### src/rtl/stereo_window_feeder.sv
// stereo_window_feeder: walks one image row out of the left/right pixel BRAMs.
// For every window start x it loads six left and six right pixels, then sweeps
// disparity d = 0..min(MAX_DISP-1, x). Each step brings in one more right pixel
// on the left side of the right window. Every (window, disparity) pair is
// presented as a valid/ready beat tagged with x, d and a last-disparity flag.
module stereo_window_feeder #(
    parameter int WIDTH    = 320,
    parameter int MAX_DISP = 64,
    parameter int BRAM_LAT = 2,
    localparam int XW      = $clog2(WIDTH),
    localparam int DW      = $clog2(MAX_DISP)
) (
    input  logic          clk_in,
    input  logic          rst_n_in,
    input  logic          start_in,
    output logic [XW-1:0] left_addr_out,
    output logic [XW-1:0] right_addr_out,
    input  logic [7:0]    left_pix_in,
    input  logic [7:0]    right_pix_in,
    output logic [47:0]   left_row_out,
    output logic [47:0]   right_row_out,
    output logic [XW-1:0] x_out,
    output logic [DW-1:0] disp_out,
    output logic          last_disp_out,
    output logic          valid_out,
    input  logic          ready_in,
    output logic          busy_out,
    output logic          done_out
);

    // Common width for the x/d arithmetic, so that neither operand is truncated.
    localparam int CW = ((XW > DW) ? XW : DW) + 1;

    typedef enum logic [1:0] {
        IDLE  = 2'd0,
        LOAD  = 2'd1,
        EMIT  = 2'd2,
        SHIFT = 2'd3
    } state_t;

    state_t              state_q, state_d;
    logic [XW-1:0]       x_q, x_d;
    logic [DW-1:0]       d_q, d_d;
    logic [2:0]          issue_cnt_q, issue_cnt_d;
    logic [2:0]          cap_cnt_q, cap_cnt_d;
    logic [47:0]         left_row_q, left_row_d;
    logic [47:0]         right_row_q, right_row_d;
    logic [XW-1:0]       l_addr_q, l_addr_d;
    logic [XW-1:0]       r_addr_q, r_addr_d;
    // Bit 0 marks a fresh address on the BRAM ports this cycle.
    // Bit BRAM_LAT marks that the read data for it is on pix_in this cycle.
    logic [BRAM_LAT:0]   vld_pipe_q, vld_pipe_d;
    logic                valid_q, valid_d;
    logic                last_q, last_d;
    logic                busy_q, busy_d;
    logic                done_q, done_d;

    logic [CW-1:0]       dmax;
    logic                at_dmax;
    logic                x_final;
    logic                cap;
    logic                xfer;
    logic                issue;
    logic [DW-1:0]       d_inc;

    assign dmax    = (CW'(x_q) > CW'(MAX_DISP - 1)) ? CW'(MAX_DISP - 1) : CW'(x_q);
    assign at_dmax = (CW'(d_q) == dmax);
    assign d_inc   = d_q + 1'b1;
    assign x_final = (CW'(x_q) >= CW'(WIDTH - 6));
    assign cap     = vld_pipe_q[BRAM_LAT];
    assign xfer    = valid_q && ready_in;

    // Next-state logic: sequencing, address issue, row capture and beat flags.
    always_comb begin
        state_d     = state_q;
        x_d         = x_q;
        d_d         = d_q;
        issue_cnt_d = issue_cnt_q;
        cap_cnt_d   = cap_cnt_q;
        left_row_d  = left_row_q;
        right_row_d = right_row_q;
        l_addr_d    = l_addr_q;
        r_addr_d    = r_addr_q;
        issue       = 1'b0;
        valid_d     = valid_q;
        last_d      = last_q;
        busy_d      = busy_q;
        done_d      = 1'b0;

        unique case (state_q)
            IDLE: begin
                // A start that lands in the done cycle is ignored.
                if (start_in && !done_q) begin
                    state_d     = LOAD;
                    x_d         = '0;
                    d_d         = '0;
                    l_addr_d    = '0;
                    r_addr_d    = '0;
                    issue       = 1'b1;
                    issue_cnt_d = 3'd1;
                    cap_cnt_d   = 3'd0;
                    busy_d      = 1'b1;
                end
            end
            LOAD: begin
                // Both ports read the same column, because the right window starts at d=0.
                if (issue_cnt_q != 3'd6) begin
                    l_addr_d    = x_q + XW'(issue_cnt_q);
                    r_addr_d    = x_q + XW'(issue_cnt_q);
                    issue       = 1'b1;
                    issue_cnt_d = issue_cnt_q + 3'd1;
                end
                // Pixels arrive in column order, so they shift in from the bottom byte.
                if (cap) begin
                    left_row_d  = {left_row_q[39:0], left_pix_in};
                    right_row_d = {right_row_q[39:0], right_pix_in};
                    cap_cnt_d   = cap_cnt_q + 3'd1;
                    if (cap_cnt_q == 3'd5) begin
                        state_d = EMIT;
                        valid_d = 1'b1;
                        last_d  = at_dmax;
                    end
                end
            end
            EMIT: begin
                if (xfer) begin
                    valid_d = 1'b0;
                    last_d  = 1'b0;
                    if (!at_dmax) begin
                        state_d  = SHIFT;
                        r_addr_d = XW'(CW'(x_q) - CW'(d_q) - CW'(1));
                        issue    = 1'b1;
                    end else if (!x_final) begin
                        state_d     = LOAD;
                        x_d         = x_q + 1'b1;
                        d_d         = '0;
                        l_addr_d    = x_q + 1'b1;
                        r_addr_d    = x_q + 1'b1;
                        issue       = 1'b1;
                        issue_cnt_d = 3'd1;
                        cap_cnt_d   = 3'd0;
                    end else begin
                        state_d = IDLE;
                        busy_d  = 1'b0;
                        done_d  = 1'b1;
                    end
                end
            end
            SHIFT: begin
                // The next column to the left enters at the top byte.
                // The rightmost pixel drops out, and the left row is kept.
                if (cap) begin
                    right_row_d = {right_pix_in, right_row_q[47:8]};
                    d_d         = d_inc;
                    state_d     = EMIT;
                    valid_d     = 1'b1;
                    last_d      = (CW'(d_inc) == dmax);
                end
            end
            default: state_d = IDLE;
        endcase

        vld_pipe_d = {vld_pipe_q[BRAM_LAT-1:0], issue};
    end

    // State and output registers. Reset aborts any sweep in flight.
    always_ff @(posedge clk_in or negedge rst_n_in) begin
        if (!rst_n_in) begin
            state_q     <= IDLE;
            x_q         <= '0;
            d_q         <= '0;
            issue_cnt_q <= '0;
            cap_cnt_q   <= '0;
            left_row_q  <= '0;
            right_row_q <= '0;
            l_addr_q    <= '0;
            r_addr_q    <= '0;
            vld_pipe_q  <= '0;
            valid_q     <= 1'b0;
            last_q      <= 1'b0;
            busy_q      <= 1'b0;
            done_q      <= 1'b0;
        end else begin
            state_q     <= state_d;
            x_q         <= x_d;
            d_q         <= d_d;
            issue_cnt_q <= issue_cnt_d;
            cap_cnt_q   <= cap_cnt_d;
            left_row_q  <= left_row_d;
            right_row_q <= right_row_d;
            l_addr_q    <= l_addr_d;
            r_addr_q    <= r_addr_d;
            vld_pipe_q  <= vld_pipe_d;
            valid_q     <= valid_d;
            last_q      <= last_d;
            busy_q      <= busy_d;
            done_q      <= done_d;
        end
    end

    assign left_addr_out  = l_addr_q;
    assign right_addr_out = r_addr_q;
    assign left_row_out   = left_row_q;
    assign right_row_out  = right_row_q;
    assign x_out          = x_q;
    assign disp_out       = d_q;
    assign last_disp_out  = last_q;
    assign valid_out      = valid_q;
    assign busy_out       = busy_q;
    assign done_out       = done_q;

endmodule

### config.mk
export PLATFORM = sky130hd
export DESIGN_NAME = stereo_window_feeder
export DESIGN_NICKNAME = d
export VERILOG_FILES = /design/src/rtl/stereo_window_feeder.sv
export SDC_FILE = /design/constraint.sdc
export NUM_CORES = 1
export LEC_CHECK = 0
export ABC_CLOCK_PERIOD_IN_PS = 3100
export CAP_MARGIN = 20
export CORE_MARGIN = 2
export CORE_UTILIZATION = 50
export DETAILED_ROUTE_END_ITERATION = 7
export GPL_TIMING_DRIVEN = 0
export HOLD_SLACK_MARGIN = 0.1
export PLACE_DENSITY = 0.76
export SKIP_LAST_GASP = 1
export SYNTH_ARGS = -nofsm -noshare
export SYNTH_HDL_FRONTEND = slang
export SYNTH_SLANG_ARGS = --single-unit
### constraint.sdc
create_clock -name clk_in -period 3.1 [get_ports clk_in]
set_clock_uncertainty 0.05 [all_clocks]
set_input_delay 0.62 -clock clk_in [delete_from_list [all_inputs] [get_ports clk_in]]
set_output_delay 0.62 -clock clk_in [all_outputs]
set_load 0.01 [all_outputs]
==> results of run 1 <==
==> sequential cells by signal, indices dropped and copies added, names as in the netlist <==
register / cells
state_q: 2
left_row_out: 48
disp_out: 6
right_row_out: 48
last_disp_out: 1
vld_pipe_q: 3
right_addr_out: 9
left_addr_out: 9
busy_out: 1
cap_cnt_q: 3
done_out: 1
valid_out: 1
x_out: 9
issue_cnt_q: 3
==> metrics by stage <==
| step | util (%) | std cells | total power [uW] | setup TNS (ns) | hold slack, ns |
|---|---|---|---|---|---|
| after floorplan | - | 736 | 1930 | 0 | 0.274 |
| after global placement | 63.3 | 1072 | 2010 | -650.07 | 0.284 |
| after detailed placement | 63.5 | 1073 | 2010 | -0.0686 | 0.290 |
| after CTS | 67.4 | 1105 | 3970 | 0 | 0.120 |
| after global routing | 67.5 | 1104 | 4040 | 0 | 0.150 |
| final | 67.5 | 1104 | 3930 | 0 | 0.104 |
==> critical path, delay by kind of cell, from the launching register on <==
| family | cells | cell delay [ns] |
|---|---|---|
| and+or+nand+nor | 2 | 0.94 |
| buffers and inverters | 1 | 0.32 |
| AOI/OAI and AO/OA | 3 | 0.59 |
| muxes | 1 | 0.34 |
| DFF | 1 | 0.55 |
==> area by class of cell <==
cell class                 count  area (um^2)  share of cell area, %
buffer                        46          194                   1.98
clock buffer                  19          453                   4.62
clock inverter                13          111                   1.14
inverter                      24         90.1                  0.919
multi-input combinational    521         3570                   36.4
sequential                   144         3600                   36.8
tap                          184          230                   2.35
timing repair buffer         153         1550                   15.8
==> logic make-up (layout without fill, tap and decap cells) <==
group,count (synthesis),in the layout,synth area share [%]
simple gates,198,198,11.8
mux,103,103,14.7
compound gates,171,171,14.1
flops,144,144,48.4
fa+ha+maj,23,23,4.07
xor+xnor,26,26,3.06
buf+inv,71,255,3.86
==> report_power, final <==
| group | switching (uW) | total, uW | internal [uW] | leakage [uW] |
|---|---|---|---|---|
| registers | 3.56 | 1890 | 1890 | 0.00188 |
| clock network | 813 | 1960 | 1140 | 0.000271 |
| logic | 49.1 | 88.5 | 39.5 | 0.00210 |
| total | 866 | 3930 | 3070 | 0.00425 |
==> routing by layer <==
metal	track usage (%)	vias to the layer above
met4	8.99	0
li1	-	2957
met3	4.97	32
met5	0	-
met2	41.6	226
met1	34.2	3011
==> worst paths after layout <==
kind / start / endpoint / slack [ns] / cells past startpoint
worst min-delay path: rst_n_in / x_out[1] / 0.10 / 1
min in group clk_in: vld_pipe_q[1] / vld_pipe_q[2] / 0.30 / 0
max in group asynchronous: rst_n_in / right_row_out[47] / 2.08 / 2
worst min register to register: vld_pipe_q[1] / vld_pipe_q[2] / 0.30 / 0
worst max register to register: x_out[1] / cap_cnt_q[0] / 0.19 / 7
worst max-delay path: x_out[1] / cap_cnt_q[0] / 0.19 / 7
==> what timing repair did <==
item | CTS | global route
gates resized for setup | 2 | 2
setup endpoints to repair | 1 | 28
cloned | 0 | 0
==> cells in the mapped netlist, types with 2 or more instances <==
cell type	n	area share, %
buf_1	8	0.40
o31ai_1	10	1.0
clkbuf_1	34	1.7
fa_1	2	0.54
a31o_2	2	0.24
mux2_2	51	7.7
nand2_1	105	5.3
dfrtp_1	144	48
mux2i_1	52	7.0
o21ai_0	81	5.4
o211ai_1	4	0.40
nand2b_1	3	0.25
xor2_1	10	1.2
a211o_1	2	0.24
and2_1	2	0.17
o41ai_1	2	0.24
nor4_1	3	0.25
a2bb2oi_1	2	0.24
nand3_1	17	1.1
nor2b_1	2	0.17
o22ai_1	3	0.25
xnor2_1	16	1.9
o21ai_1	8	0.54
and3_1	3	0.25
nor3_1	13	0.87
a211oi_1	4	0.40
a31oi_1	9	0.76
a22oi_1	2	0.20
or4_1	4	0.40
or3_1	4	0.34
buf_6	2	0.30
buf_2	2	0.13
o21a_1	2	0.20
ha_1	21	3.5
nand4_1	5	0.42
a22o_1	7	0.82
a21o_1	5	0.50
or2_2	3	0.25
nor2_1	30	1.5
inv_1	23	1.2
a21oi_1	18	1.2
==> flow_summary_export.csv, run 1 <==
group,metric,value,unit
placed_design,dpl-instance-area,9230,um^2
global_route,grt_pass1_wl,32100,um
setup_path,crit_arrival,3.16,ns
timing,period_minus_slack,2.91,ns
power,power.density,401,nW/um^2
status,status,"finished clean",
global_route,antenna_found_initial,0,
power,ir_drop,0.387,mV
timing,hold_violations,0,
timing,worst_pin_slew,0.839,ns
floorplan,pin_count,153,
synthesis,ys_ff_latch,144,
clock_tree,htree_num_levels,4,
synthesis,synth_warnings,0,
synthesis,ys_types,57,
routing,wl,20000,um
floorplan,die_area,15900,um^2
timing,fin_crit_sh,93.8,%
timing,rsz0062_at_grt,"false",
synthesis,synth_area_per_cell,10.1,um^2
routing,post_drt_wl_per_cell,18.1,um
synthesis,synth_nets,779,
finish,fillers,1180,
finish,fin_area,9800,um^2
setup_path,path_cells,"or4_1, o32ai_2, a31oi_1, nor3_2, buf_2, a31o_2, mux2_2",
floorplan,initial_utilization,51.2,%
clock_tree,cts-root-buf,"clkbuf_16",
setup_path,cp_max_fo,14,
floorplan,rows,44,
routing,antenna_left,0,
global_route,grt_start_max_net_pins,89,
synthesis,ys_async_sr_fraction,100,%
finish,drive_above_1_share,11.2,%
routing,dr_total_vias,6226,
power,power.leakage,0.00425,uW
global_route,grt.overflow.total,0,
routing,wl_met3,1160,um
synthesis,ys_seq_area_share,48.4,%
clock_tree,clockBufferDepth,2,
floorplan,core,14500,um^2
routing,vias_per_cell,5.64,
clock_tree,cts_tree,"yes",
finish,final_net_count,950,
placed_design,gp_congestion,0.955,
synthesis,syn_area,7450,um^2
clock_tree,cts_setup_buffers,0,
floorplan,die_y,126,um
timing,slew_violations,0,
timing,max_freq,0.344,GHz
routing,drtIter0Drc,482,
routing,wl_met2,9700,um
global_route,grt_pass1_vias,6055,
clock_tree,clkTransAtPathRegs,0.06,ns
routing,first_pass_iters,5,
synthesis,syn_inst,736,
routing,drc,0,
worst_hold_path,holdCritPathClass,"input pin to async pin",
finish,layout_common_cells,"clkdlybuf4s50_1, dfrtp_1, nand2_1",
timing,maxSlewHeadroom,44.1,%
synthesis,ys.flop_type,"dfrtp_1",
placed_design,post-place-ws,-0.0686,ns
finish,syn_to_final_growth,31.7,%
placed_design,io_buffers,152,
timing,setup_ws,0.192,ns
routing,top_layer_used,"met4",
clock_tree,cts_buffers,17,
placed_design,hpwl,14200,um
setup_path,crit_slowest_cell,"or4_1",
finish,final_common_cell,"clkdlybuf4s50_1",
clock_tree,clock_latency,0.42,ns
finish,diodes,0,
clock_tree,cts_hold_buf,0,
setup_path,crit_type,"flop to flop",
routing,wl_met1,8770,um
timing,finalSetupViolCount,0,
floorplan,die_w,126,um
setup_path,critPathCaptureType,"flop",
run,cap_viol_max_count,0,
setup_path,start_kind,"flop",
synthesis,synth_edf_count,0,
setup_path,max_stage_delay,0.63,ns
clock_tree,cts_sinks,144,
global_route,grt_usage,25.5,%
setup_path,cp_data_required_time,3.35,ns
No activity file was read; power rests on OpenSTA's default activity.
==> inputs of run 2 (changes only) <==
- CTS_BUF_LIST: not set -> sky130_fd_sc_hd__clkbuf_16
==> flow_summary_export.csv, run 2 (synthesized netlist as in run 1, its figures left out) <==
group,metric,value,unit
power,power_switching,856,uW
power,p_int,3020,uW
finish,fillers,1183,
routing,drtIter0Drc,440,
floorplan,die_y,126,um
global_route,grt.overflow.total,0,
timing,fin_crit_sh,94.4,%
finish,multiInputGateArea,3570,um^2
setup_path,max_stage_delay,0.38,ns
worst_hold_path,holdCritPathClass,"input pin to async pin",
clock_tree,cts_setup_buffers,0,
clock_tree,clockBufferDepth,2,
setup_path,path_delay_family,"compound AO/OA/AOI/OAI gates",
placed_design,hpwl,14200,um
finish,drive_above_1_share,11.0,%
routing,first_pass_iters,7,
global_route,grt_pass1_wl,32000,um
finish,layout_common_cells,"clkdlybuf4s50_1, dfrtp_1, nand2_1",
finish,syn_to_final_growth,31.4,%
finish,post-route-util,67.3,%
global_route,grt_usage,25.4,%
clock_tree,cts_hold_buf,0,
floorplan,rows,44,
setup_path,crit_slowest_cell,"dfrtp_1",
placed_design,io_buffers,152,
routing,drc,0,
routing,post_drt_wl_per_cell,18.1,um
power,p_clk_share,49.0,%
global_route,grt_start_max_net_pins,89,
clock_tree,cts_sinks,144,
finish,final_common_cell,"clkdlybuf4s50_1",
finish,final_net_count,950,
setup_path,start_kind,"flop",
finish,diodes,0,
routing,vias_per_cell,5.68,
global_route,use_met1,34.1,%
setup_path,cp_data_required_time,3.35,ns
clock_tree,cts_resized,2,
global_route,busiest_layer,"met2",
routing,wl,19900,um
status,status,"finished clean",
clock_tree,cts_tree,"yes",
setup_path,path_cells,"clkbuf_1, inv_1, ha_1, inv_1, fa_1, nor2b_1, o31a_1, o21ai_0, nand3_1, xnor2_1, a211oi_1, o31ai_1",
routing,antenna_left,0,
power,seq_power_share,48.8,%
power,combPwrFrac,2.3,%
timing,period_minus_slack,2.93,ns
global_route,antenna_found_initial,0,
global_route,grt_pass1_vias,6042,
clock_tree,htree_num_levels,4,
clock_tree,clkTransAtPathRegs,0.06,ns
setup_path,cp_common_cell,"inv_1",
power,switching_share,22.1,%
run,cap_viol_max_count,0,
power,ir_drop,0.386,mV
placed_design,gp_congestion,0.955,
floorplan,initial_utilization,51.2,%
global_route,gr-usage-met3,4.97,%
timing,max_freq,0.342,GHz
setup_path,crit_type,"flop to flop",
finish,regArea,3600,um^2
power,power.density,396,nW/um^2
timing,slew_violations,0,
floorplan,pin_count,153,
setup_path,cp_max_fo,8,
timing,worst_pin_slew,0.852,ns
floorplan,die_w,126,um
clock_tree,cts-root-buf,"clkbuf_16",
timing,rsz0062_at_grt,"false",
clock_tree,clock_latency,0.42,ns
floorplan,core,14500,um^2
setup_path,crit_arrival,3.17,ns
power,power.leakage,0.00424,uW
global_route,use_met2,41.6,%
timing,hold_violations,0,
timing,finalSetupViolCount,0,
setup_path,critPathBufInv,3,
routing,dr_total_vias,6274,
timing,maxSlewHeadroom,43.2,%
power,p_total,3870,uW
setup_path,critPathCaptureType,"flop",
floorplan,die_area,15900,um^2
clock_tree,cts_buffers,17,
==> run 2: cell types whose count changed in the layout (fill, tap and decap cells not counted) <==
| cell | before | now |
|---|---|---|
| clkbuf_8 | 2 | 0 |
| clkinv_1 | 1 | 3 |
==> run 2: worst paths after layout <==
| kind | slack (ns) | startpoint | end | depth (start not counted) |
|---|---|---|---|---|
| max | 0.17 | disp_out[0] | right_addr_out[8] | 12 |
| min | 0.11 | rst_n_in | x_out[1] | 1 |
| max reg2reg | 0.17 | disp_out[0] | right_addr_out[8] | 12 |
| min reg2reg | 0.30 | vld_pipe_q[1] | vld_pipe_q[2] | 0 |
| max in group asynchronous | 2.08 | rst_n_in | right_row_out[9] | 2 |
| min in group clk_in | 0.30 | vld_pipe_q[1] | vld_pipe_q[2] | 0 |
==> run 2: metrics by stage <==
step                      setup TNS (ns)  std cells  hold WS (ns)  worst slack [ns]  instance area, um^2
after floorplan                        0        736         0.274             0.399                 7450
after global placement           -650.07       1072         0.284             -4.53                 9200
after detailed placement         -0.0686       1073         0.290           -0.0686                 9230
after CTS                              0       1105         0.120             0.101                 9780
after global routing                   0       1104         0.150            0.0153                 9780
final                                  0       1104         0.108             0.174                 9780
==> run 2: cell type report <==
| cell class | count | area share [%] |
|---|---|---|
| clock inverters | 15 | 1.21 |
| inverters | 24 | 0.921 |
| multi-input cells | 521 | 36.5 |
| clock buffers | 17 | 4.35 |
| well taps | 184 | 2.35 |
| flip-flops and latches | 144 | 36.8 |
| repair buffers | 153 | 15.8 |
| plain buffers | 46 | 1.98 |
==> run 2: routing by layer <==
metal,vias to the layer above,part of all wire [%]
met5,-,0
met4,0,1.7
met3,29,5.8
met2,221,49
met1,3067,44
li1,2957,-
==> run 2: power by group through the flow <==
stage          clock network, uW  logic, uW  registers (uW)
3_3_place_gp                   0       87.2            1920
6_report                    1900       88.5            1890
5_1_grt                     2000       99.8            1890
2_1_floorplan                  0       8.18            1930
3_5_place_dp                   0       91.9            1920
4_1_cts                     1930       92.3            1890
==> inputs of run 3 (changes only) <==
- REMOVE_ABC_BUFFERS: not set -> 1
==> flow_summary_export.csv, run 3 (synthesized netlist as in run 1, its figures left out) <==
group,metric,value,unit
status,status,"finished clean",
setup_path,crit_slowest_cell,"dfrtp_1",
worst_hold_path,holdPathStages,0,
routing,dr_total_vias,6118,
floorplan,die_y,126,um
timing,max_freq,0.333,GHz
finish,layout_common_cells,"clkdlybuf4s50_1, dfrtp_1, nand2_1",
floorplan,initial_utilization,51.2,%
routing,vias_per_cell,5.71,
power,power.density,410,nW/um^2
floorplan,core,14500,um^2
routing,wl,18500,um
worst_hold_path,holdCritPathClass,"flop to flop",
timing,worst_pin_slew,0.649,ns
timing,rsz0062_at_grt,"false",
global_route,grt_pass1_wl,30200,um
setup_path,critPathCaptureType,"flop",
power,ir_drop,0.327,mV
floorplan,die_w,126,um
floorplan,die_area,15900,um^2
finish,diodes,0,
global_route,antenna_found_initial,0,
floorplan,rows,44,
routing,antenna_left,0,
clock_tree,cts_sinks,144,
setup_path,max_stage_delay,0.57,ns
global_route,grt.overflow.total,0,
timing,hold_violations,0,
setup_path,cp_max_fo,16,
timing,finalSetupViolCount,0,
clock_tree,clock_latency,0.42,ns
finish,post-route-util,67.7,%
setup_path,start_kind,"flop",
routing,post_drt_wl_per_cell,17.2,um
global_route,grt_pass1_vias,6096,
timing,setup_ws,0.0952,ns
setup_path,r2r_end,"right_addr_out[6]",
worst_hold_path,min_to,"vld_pipe_q[1]",
clock_tree,cts-root-buf,"clkbuf_16",
setup_path,crit_arrival,3.26,ns
placed_design,dpl-instance-area,9110,um^2
clock_tree,htree_num_levels,4,
finish,final_net_count,918,
finish,fillers,1098,
placed_design,gp_congestion,0.935,
setup_path,cp_common_cell,"or3_4",
setup_path,crit_type,"flop to flop",
run,cap_viol_max_count,0,
setup_path,cp_data_required_time,3.35,ns
finish,fin_area,9850,um^2
placed_design,post-place-ws,-0.434,ns
timing,period_minus_slack,3.00,ns
clock_tree,clkTransAtPathRegs,0.06,ns
setup_path,reg2reg_depth,7,
worst_hold_path,hold_path.startpoint,"vld_pipe_q[0]",
global_route,grt_usage,23.3,%
setup_path,reg2reg_setup_slack,0.1,ns
clock_tree,clockBufferDepth,2,
global_route,grt_start_max_net_pins,101,
timing,maxSlewHeadroom,56.8,%
finish,syn_to_final_growth,32.2,%
routing,drtIter0Drc,306,
routing,drc,0,
finish,final_common_cell,"clkdlybuf4s50_1",
timing,fin_crit_sh,96.9,%
timing,whs,0.300,ns
clock_tree,cts_tree,"yes",
finish,drive_above_1_share,13.0,%
setup_path,path_cells,"or3_4, nor4_1, a311oi_1, or3_4, mux2i_1, a221o_1, a22o_1",
setup_path,r2r_start,"x_out[8]",
clock_tree,cts_buffers,17,
placed_design,io_buffers,152,
power,power.leakage,0.00428,uW
floorplan,pin_count,153,
timing,slew_violations,0,
placed_design,hpwl,12500,um
routing,first_pass_iters,4,
## run 3: cell types whose count changed in the layout (fill, tap and decap cells not counted), sizes merged
| cell | delta |
|---|---|
| bufinv | +2 |
| clkbuf | -33 |
| clkinv | -3 |
| clkinvlp | -1 |
| dlygate4sd3 | +1 |
| inv | +2 |
## run 3: worst max-delay path: cells and delay by family, from the launching register on
kind / cells / cell delay [ns]
multiplexers: 1 / 0.16
AO/OA/AOI/OAI: 3 / 0.71
AND/OR/NAND/NOR: 3 / 1.40
flip-flops: 1 / 0.57
## run 3: through the flow
| step | instances | TNS [ns] | total power [uW] |
|---|---|---|---|
| floorplan | 689 | -80.85 | 1930 |
| global placement | 1025 | -791.05 | 2010 |
| detailed placement | 1029 | -12.04 | 2010 |
| CTS | 1067 | 0 | 4080 |
| global route | 1072 | 0 | 4160 |
| finish | 1072 | 0 | 4030 |
## run 3: cell type report
class                   instances  area [um^2]  share of cell area [%]
multi-input cells             521         3620                    36.7
flip-flops and latches        144         3610                    36.6
repair buffers                167         1700                    17.3
clock buffers                  17          425                    4.32
well taps                     184          230                    2.34
clock inverters                15          169                    1.72
inverters                      24         93.8                   0.953
## run 3: repair_timing
action / 4_1_cts / 5_1_grt
pin swaps: 1 / 2
hold buffers: 1 / 0
resized for setup: 4 / 7
endpoints found under the hold margin: 40 / 0
buffers inserted: 5 / 5
endpoints found under the setup margin: 69 / 55
## run 3: per-layer routing
layer / part of all wire [%] / track usage, % / vias to the layer above
li1: - / - / 2893
met1: 44 / 30.5 / 2990
met2: 49 / 38.1 / 212
met3: 6.2 / 5.52 / 23
met4: 1.5 / 8.27 / 0
met5: 0 / 0 / -
## run 3: how the worst max path moves through the flow
stage | start | endpoint | slack (ns) | cells after the start
floorplan | state_q[1] | right_row_out[0] | -1.29 | 6
global placement | rst_n_in | left_row_out[21] | -4.22 | 1
detailed placement | x_out[1] | disp_out[4] | -0.43 | 7
CTS | state_q[1] | issue_cnt_q[2] | 0.02 | 9
global route | x_out[8] | right_addr_out[6] | 0.006 | 7
finish | x_out[8] | right_addr_out[6] | 0.1 | 7
## run 3: where the power goes
| group | internal (uW) | switching [uW] |
|---|---|---|
| Sequential | 1890 | 4.22 |
| Clock | 1260 | 795 |
| Combinational | 40.3 | 48.9 |
